## src/rtl/ghost_dir_picker.sv

```systemverilog
// Picks a legal, non-reversing ghost direction from an LFSR word.
// One candidate direction is tested per cycle; the result is held until the consumer takes it.
module ghost_dir_picker #(
    parameter int RND_W      = 10,
    parameter int PICK_CNT_W = 16
) (
    input  logic                  Clk,
    input  logic                  Reset_n,
    input  logic [RND_W-1:0]      rnd_in,
    input  logic                  req_valid,
    output logic                  req_ready,
    input  logic [3:0]            allowed_mask,
    input  logic [1:0]            cur_dir,
    output logic                  dir_valid,
    input  logic                  dir_ready,
    output logic [1:0]            dir,
    output logic                  no_move,
    output logic [PICK_CNT_W-1:0] pick_count
);

    typedef enum logic [1:0] {IDLE, SCAN, DONE} state_t;

    state_t                state_q, state_d;
    logic [3:0]            mask_q, mask_d;
    logic [1:0]            start_q, start_d;
    logic                  step_dn_q, step_dn_d;
    logic [1:0]            k_q, k_d;
    logic [1:0]            dir_q, dir_d;
    logic                  no_move_q, no_move_d;
    logic [PICK_CNT_W-1:0] pick_q, pick_d;

    logic [1:0] rev;
    logic [3:0] no_rev_mask;
    logic [3:0] eff_mask;
    logic [1:0] cand;
    logic       unused_rnd;

    // Only the low three LFSR bits steer the pick.
    assign unused_rnd = ^rnd_in;

    // A dead end leaves only the reverse direction, so reversal is allowed there.
    assign rev         = cur_dir ^ 2'd2;
    assign no_rev_mask = allowed_mask & ~(4'd1 << rev);
    assign eff_mask    = (no_rev_mask != 4'd0) ? no_rev_mask : allowed_mask;
    assign cand        = step_dn_q ? (start_q - k_q) : (start_q + k_q);

    always_comb begin
        state_d   = state_q;
        mask_d    = mask_q;
        start_d   = start_q;
        step_dn_d = step_dn_q;
        k_d       = k_q;
        dir_d     = dir_q;
        no_move_d = no_move_q;
        pick_d    = pick_q;
        unique case (state_q)
            IDLE: begin
                if (req_valid) begin
                    mask_d    = eff_mask;
                    start_d   = rnd_in[1:0];
                    step_dn_d = rnd_in[2];
                    k_d       = 2'd0;
                    if (eff_mask == 4'd0) begin
                        dir_d     = cur_dir;
                        no_move_d = 1'b1;
                        state_d   = DONE;
                    end else begin
                        no_move_d = 1'b0;
                        state_d   = SCAN;
                    end
                end
            end
            SCAN: begin
                if (mask_q[cand]) begin
                    dir_d     = cand;
                    no_move_d = 1'b0;
                    state_d   = DONE;
                end else begin
                    k_d = k_q + 2'd1;
                end
            end
            DONE: begin
                if (dir_ready) begin
                    pick_d  = pick_q + PICK_CNT_W'(1);
                    state_d = IDLE;
                end
            end
            default: state_d = IDLE;
        endcase
    end

    always_ff @(posedge Clk or negedge Reset_n) begin
        if (!Reset_n) begin
            state_q   <= IDLE;
            mask_q    <= 4'd0;
            start_q   <= 2'd0;
            step_dn_q <= 1'b0;
            k_q       <= 2'd0;
            dir_q     <= 2'd0;
            no_move_q <= 1'b0;
            pick_q    <= '0;
        end else begin
            state_q   <= state_d;
            mask_q    <= mask_d;
            start_q   <= start_d;
            step_dn_q <= step_dn_d;
            k_q       <= k_d;
            dir_q     <= dir_d;
            no_move_q <= no_move_d;
            pick_q    <= pick_d;
        end
    end

    assign req_ready  = (state_q == IDLE);
    assign dir_valid  = (state_q == DONE);
    assign dir        = dir_q;
    assign no_move    = no_move_q;
    assign pick_count = pick_q;

endmodule

```

## config.mk

```make
export PLATFORM = sky130hd
export DESIGN_NAME = ghost_dir_picker
export DESIGN_NICKNAME = d
export VERILOG_FILES = /design/src/rtl/ghost_dir_picker.sv
export SDC_FILE = /design/constraint.sdc
export NUM_CORES = 1
export LEC_CHECK = 0
export CAP_MARGIN = 20
export CORE_MARGIN = 3
export CORE_UTILIZATION = 40
export DETAILED_ROUTE_END_ITERATION = 10
export PLACE_DENSITY = 0.72
export SYNTH_ARGS = -nofsm -noshare
export SYNTH_HDL_FRONTEND = slang
export SYNTH_SLANG_ARGS = --single-unit
```

## constraint.sdc

```tcl
create_clock -name Clk -period 5.35 [get_ports Clk]
set_input_delay 1.605 -clock Clk [delete_from_list [all_inputs] [get_ports Clk]]
set_output_delay 1.605 -clock Clk [all_outputs]
set_load 0.05 [all_outputs]
```

# Yosys cells after proc, flatten, opt, wreduce, memory -nomap -nowiden
# Cells that the tools add are included.
# totals
output_inout_bits	21
inputBits	20
latchBits	0
mem_count	0
register_bits	30
rom_bits	0
wordCells	54
ramBits	0
# classes
mul	0
addsub	4
n_mux	20
div	0
n_bitwise	3
n_lt_le_gt_ge	1
n_eq_ne	7
reduce_logical	10
n_shift	1
# ops
op	n
2-to-1 mux 2 bit	10
adder 16 x 1 -> 16 bit, second input constant	1
AND reduction 3 bit	3
one-hot mux 2 bit (2 select lines)	2
inequality test 2 bit, second input constant	3
one-hot mux 2 bit (3 select lines)	1
bitwise AND 4 bit	1
zero test 4 bit	1
2-to-1 mux 1 bit	4
2-to-1 mux 4 bit	1
inequality test 2 x 1 -> 1 bit, second input constant	2
NOT 4 bit	1
AND reduction 2 bit	2
AND reduction 4 bit	1
nonzero test 4 bit	1
<< shifter 1 x 2 -> 4 bit, first input constant	1
less-than comparator 2 x 3 -> 1 bit, second input constant	1
adder 2 x 1 -> 2 bit, second input constant	1
adder 2 bit	1
binary-select mux 1 bit (select 2 bit)	1
equality test 2 x 1 -> 1 bit, second input constant	1
equality test 2 bit, second input constant	1
zero test 2 bit	1
one-hot mux 1 bit (2 select lines)	1
other kinds (3)	3

# Longest topological paths before layout
# Gate-level depths: netlist (run 1).
# logic_depth
ltp_word	10
mapped_depth	7
depth_no_buf	7

# Worst setup path after synthesis (run 1)
# No wires, ideal clock.
# synth_path
path_kind	register to output
start	register state_q[0]
end	output dir_valid
path_stages_with_launch	3
path_buffers	1
path_slack_ns	2.500
arrival_time_ns	1.245
t_required_ns	3.745
cell_sequence	dfrtp_1 clkbuf_1 nor2b_1
# synth_between
elab_chain_cells	1
# synth_lines
element	line	rtl
start: declaration	23	state_t state_q, state_d;
start signal: assignment	103	state_q <= state_d;
equality test 2 bit	115	assign dir_valid = (state_q == DONE);
end: declaration	14	output logic dir_valid,
# No other way between the ends.

# Worst setup path after layout (run 1)
# layout_path
start	register state_q[1]
end	output dir_valid
# Same word-level chain as after synthesis.

==> summary.txt, run 1 <==
CTS
  – Root buf cell: clkbuf_4
  – Clock Latency Late Sink: 0.32 ns
  – Clk slew on worst S/H paths: ~0.090 ns
  – TritonCTS Buffers: 5
  – Htree depth: 2
  – Post-CTS Hold Fix Bufs: 0
  – # clock sinks: 30
  – Resize count post-CTS: 0
  – Post-CTS setup buffers: 0
  – Clock Path Buffers: 2
  – TritonCTS clock tree: built

Logic synthesis
  – Top_reg_cell synth: dfrtp_1
  – Post-synth ARST share: 1.00
  – Part of the Yosys area used for sequential elements: 0.517
  – Seq cells post-synth: 30
  – Mean Syn Cell Area: 10.5 sq um
  – Cell Area, Synth: 1450 sq um
  – Distinct cells, synth: 32
  – Ys Warns: 0
  – Synth Net Count: 160
  – Post-synth EDFFs: 0
  – Cell count after synthesis: roughly 140

Die
  – Initial core utilization: 0.425
  – Die Y: 66.3 microns
  – Std-Cell Rows: 21
  – IO Pins: 41
  – Die area: 4390 sq um
  – DIE WIDTH: 66.3 microns
  – Core Region: 3420 sq um

Layout
  – Multi-input gate area: ~660 sq um
  – Layout cells sized above 1: 0.0847
  – Fillers: 311
  – Commonest non-fill, non-tap cells in the layout: clkdlybuf4s50_1 (33), dfrtp_1 (30), nand2_1 (16)
  – Antenna fix cells: 0
  – Commonest non-fill, non-tap cell in the layout: clkdlybuf4s50_1
  – Core Util, Final: 0.555
  – Layout Nets: 198
  – Area Overhead vs Synth: 30.5%
  – FF+latch area: 751 sq um
  – Finished Cell Area: 1900 sq um

Route
  – DRC viols: 0
  – WL met3: about 180 microns
  – Drt total wl: 2730 microns
  – Per-cell routed wire length: 12.2 microns
  – Metal-1 WL: 1150 microns
  – DR pass1 iterations: 4
  – Via/cell ratio: roughly 5.0
  – DR iter-0 viols: 31
  – Routed wl met2: 1400 microns
  – Via count: 1115
  – Detail Route Antenna Nets: 0
  – Uppermost routed layer: met3

Power and ir drop
  – Switch share: 0.403
  – Lkg Pwr: 0.853 nW
  – Clk pwr share: 0.150
  – Combinational fraction of design power: 0.470
  – Max VDD drop: 0.000207 V
  – Tot Pwr: 0.902 mW
  – PD cells: 476 nW/um^2
  – Int Power: roughly 0.54 mW
  – Seq pwr share: 0.380
  – Psw: 0.363 mW

Placed design
  – HPWL after DPL: 2090 microns
  – # port buffers: 33
  – RD Place Congestion: between 0.7 and 0.8
  – Placed instance area: 1840 sq um

Run status
  – Status: finished, final reports clean

Global routing
  – First-pass GRT wire length: 4600 microns
  – Initial antenna violation count: 0
  – Vias in the first global route: about 1100
  – Global route overflow: 0
  – Tot GR Track Use: 0.139
  – Largest net degree at the start of global routing: 31

Timing
  – Max Slew Vio Count: 0
  – Min Tclk post-route: 3.38 ns
  – Unrepaired setup endpoints after global routing: no
  – Min Hold Slack: 0.476 ns
  – Max_slew headroom: 0.661
  – Worst Skew: just under 0.007 ns
  – Setup Viol. Count Final: 0
  – Final Hold Fails: 0
  – Tcrit/Tclk final: 0.631
  – Worst slew pin tran: 0.504 ns
  – Fmax: 296 MHz
  – Setup TNS: 0 ns

Hold path
  – Worst min-delay path class: flip-flop to flip-flop

Setup path
  – Crit-path max FO: 9
  – Worst setup EP type: primary output
  – Crit path kind: flip-flop to primary output
  – CP arrival: 1.77 ns
  – CP startpoint kind: flip-flop
  – WP data required: 3.74 ns

Job
  – Number of max-cap violations: 0
## flip-flops by register name (all words and copies together) (netlist names)
register and cells:
no_move 1, state_q 2, step_dn_q 1, pick_count 16
mask_q 4, k_q 2, dir 2, start_q 2
## area by class of cell
class	instances	area share
clock buffers	7	0.0290
clock inverters	1	0.00264
inverters	7	0.0139
multi-input cells	98	0.350
flip-flops and latches	30	0.396
well taps	46	0.0304
repair buffers	34	0.178
## critical path, cell delays in order (launching register included)
cell and delay, ns:
dfrtp_1 0.49, nor2b_1 0.16, clkdlybuf4s50_1 0.81
## Yosys cell counts (all sizes together), types with 4 or more instances
library cell,number,area (sq um)
dfrtp,30,751
inv,7,26.3
mux2,5,60.1
nand2,16,60.1
nand2b,4,25.0
nand3,7,35.0
nor2,8,30.0
nor3,5,25.0
o21ai,6,30.0
xnor2,11,96.3
xor2,5,43.8
## final timing paths
check	cells after the start	slack, ns	startpoint	endpoint
max in group asynchronous	2	3.41	Reset_n	mask_q[3]$_DFFE_PN0P_
min	1	0.48	pick_count[15]$_DFFE_PN0P_	pick_count[15]$_DFFE_PN0P_
max	2	1.97	state_q[1]$_DFFE_PN0P_	dir_valid
min in group asynchronous	2	1.67	Reset_n	pick_count[15]$_DFFE_PN0P_
min reg2reg	1	0.48	pick_count[15]$_DFFE_PN0P_	pick_count[15]$_DFFE_PN0P_
max reg2reg	6	3.36	k_q[0]$_DFFE_PN0P_	dir[1]$_DFFE_PN0P_
## power by group through the flow
| stage | Clock [mW] | Sequential, mW | Combinational [mW] |
|---|---|---|---|
| 6_report | 0.136 | 0.343 | 0.424 |
| 5_1_grt | 0.152 | 0.353 | 0.463 |
| 4_1_cts | 0.141 | 0.343 | 0.430 |
| 3_5_place_dp | 0 | 0.347 | 0.428 |
| 3_3_place_gp | 0 | 0.343 | 0.422 |
| 2_1_floorplan | 0 | 0.400 | 0.260 |
## logic make-up after synthesis
kind of cell	count (synthesis)	share of synthesized area
flip-flops	30	0.517
AND/OR/NAND/NOR	53	0.181
XOR/XNOR	17	0.112
multiplexers	8	0.0620
buffers and inverters	10	0.0267
AO/OA/AOI/OAI	18	0.0844
adder cells (fa/ha/maj)	2	0.0172
## through the flow
step           worst slack [ns]  instances
5_1_grt                    1.89        223
3_5_place_dp               1.99        215
6_report                   1.97        223
3_3_place_gp               2.02        215
2_1_floorplan              2.50        138
4_1_cts                    1.97        223
## per-layer routing
metal | GRT usage | vias to the layer above
li1 | - | 555
met2 | 0.240 | 30
met5 | 0 | -
met4 | 0.0305 | 0
met3 | 0.0578 | 0
met1 | 0.158 | 530
(Power assumes the default switching activity.)
==> run 2: changes to the inputs <==
PLACE_DENSITY = 0.74   (was 0.72)
clock period = 2.7 ns   (was 5.35 ns; I/O delays follow)
==> run 2 against run 1 <==
  * First-iteration DRC count grew 120%
  * Clock skew about the same
  * Final area rose by 1.6%
  * Largest power group unchanged
  * Total power increased by 100%
  * Global-route usage is 1.7 points higher
  * Highest routed layer is now met4
  * Sequential share of layout area down 0.62 points
  * Critical path depth unchanged
==> summary.txt, run 2 (same netlist as run 1, synthesis figures left out) <==
Timing
  – Unrepaired setup endpoints after global routing: no
  – Worst Skew: slightly above 0.007 ns
  – Tcrit/Tclk final: 0.955
  – Worst slew pin tran: 0.529 ns
  – Max_slew headroom: 0.646
  – Setup Viol. Count Final: 0
  – Max Slew Vio Count: 0
  – Min Tclk post-route: 2.58 ns
  – Fmax: 388 MHz
  – Final Hold Fails: 0
  – Setup TNS: 0 ns

Run status
  – Status: finished, final reports clean

Die
  – Std-Cell Rows: 21
  – Die area: 4390 sq um
  – Die Y: 66.3 microns
  – DIE WIDTH: 66.3 microns
  – IO Pins: 41
  – Initial core utilization: 0.425
  – Core Region: 3420 sq um

Power and ir drop
  – PD cells: 950 nW/um^2
  – Lkg Pwr: 0.873 nW
  – Max VDD drop: ~0.00054 V
  – Tot Pwr: 1.83 mW

CTS
  – TritonCTS Buffers: 5
  – Root buf cell: clkbuf_4
  – Clock Latency Late Sink: 0.32 ns
  – Resize count post-CTS: 0
  – Clk slew on worst S/H paths: 0.10 ns
  – Clock Path Buffers: 2
  – Htree depth: 2
  – Post-CTS Hold Fix Bufs: 0
  – TritonCTS clock tree: built
  – # clock sinks: 30
  – Post-CTS setup buffers: 0

Placed design
  – RD Place Congestion: 0.800
  – Placed instance area: 1870 sq um
  – HPWL after DPL: 2230 microns
  – # port buffers: 33
  – DP Cell Count: 219

Setup path
  – Critical path's slowest cell: clkdlybuf4s50_1
  – Worst setup EP type: primary output
  – CP arrival: roughly 1.8 ns
  – CP Cell Sequence: nor2b_1 > clkdlybuf4s50_1
  – Largest stage delay, worst path: roughly 0.80 ns
  – R2R Setup Slk: 0.77 ns
  – WP data required: 1.89 ns
  – CP startpoint kind: flip-flop
  – Crit path kind: flip-flop to primary output
  – Crit-path max FO: 9

Route
  – Per-cell routed wire length: 12.8 microns
  – Drt total wl: 2910 microns
  – Via count: 1136
  – Via/cell ratio: 5.00
  – Detail Route Antenna Nets: 0
  – DR pass1 iterations: 4
  – DR iter-0 viols: 69
  – DRC viols: 0

Global routing
  – First-pass GRT wire length: 5250 microns
  – Global route overflow: 0
  – Tot GR Track Use: 0.156
  – Vias in the first global route: approximately 1200
  – Initial antenna violation count: 0
  – Largest net degree at the start of global routing: 31

Layout
  – Commonest non-fill, non-tap cells in the layout: clkdlybuf4s50_1 (33), dfrtp_1 (30), nand2_1 (16)
  – Area Overhead vs Synth: 32.6%
  – Largest register FFs: 16
  – Antenna fix cells: 0
  – Layout cells sized above 1: 0.105
  – Layout Cells excl Fill: 227
  – Commonest non-fill, non-tap cell in the layout: clkdlybuf4s50_1
  – Finished Cell Area: 1930 sq um
  – Core Util, Final: 0.564
  – Layout Nets: 202

Hold path
  – Worst min-delay path class: flip-flop to flip-flop

Job
  – Number of max-cap violations: 0
[run 2: cell count changes in the layout (fill, tap and decap cells not counted), sizes merged]
cell	change
buf	+4
[run 2: final cells by class]
class / instances / area, sq um
flip-flops and latches: 30 / 751
clock buffers: 7 / 55.1
fillers: 294 / 1490
inverters: 7 / 26.3
clock inverters: 1 / 5.00
well taps: 46 / 57.6
repair buffers: 38 / 368
multi-input cells: 98 / 663
[run 2: through the flow]
stage	setup slack (ns)	hold WS, ns
floorplan	0.645	0.449
global placement	0.361	0.455
detailed placement	0.306	0.472
CTS	0.106	0.494
global route	0.0436	0.511
finish	0.121	0.486
[run 2: final timing paths]
kind	startpoint	to	cells past startpoint
max	state_q[1]$_DFFE_PN0P_	dir_valid	2
min	pick_count[15]$_DFFE_PN0P_	pick_count[15]$_DFFE_PN0P_	1
max reg2reg	k_q[0]$_DFFE_PN0P_	dir[1]$_DFFE_PN0P_	6
min reg2reg	pick_count[15]$_DFFE_PN0P_	pick_count[15]$_DFFE_PN0P_	1
max in group asynchronous	Reset_n	pick_count[5]$_DFFE_PN0P_	2
min in group asynchronous	Reset_n	no_move$_DFFE_PN0P_	2
[run 2: worst max-delay path: cells and delay by family (launching register included)]
family	cells	cell delay, ns
flip-flops	1	0.49
buffers and inverters	1	0.80
AND/OR/NAND/NOR	1	0.16
[run 2: routing by layer]
layer  global-route usage  up-vias  wire length (microns)  part of all wire
met2                0.295       28                   1580              0.54
met4               0.0305        0                     14            0.0048
met3               0.0561        2                    123             0.042
li1                     -      560                      -                 -
met1                0.163      546                   1190              0.41
met5                    0        -                      0                 0
[run 2: report_power, final]
part,leakage (nW),total (mW),switching [mW],internal (mW)
Sequential,0.386,0.664,0.0957,0.568
Combinational,0.452,0.889,0.495,0.393
Clock,0.0353,0.276,0.150,0.126
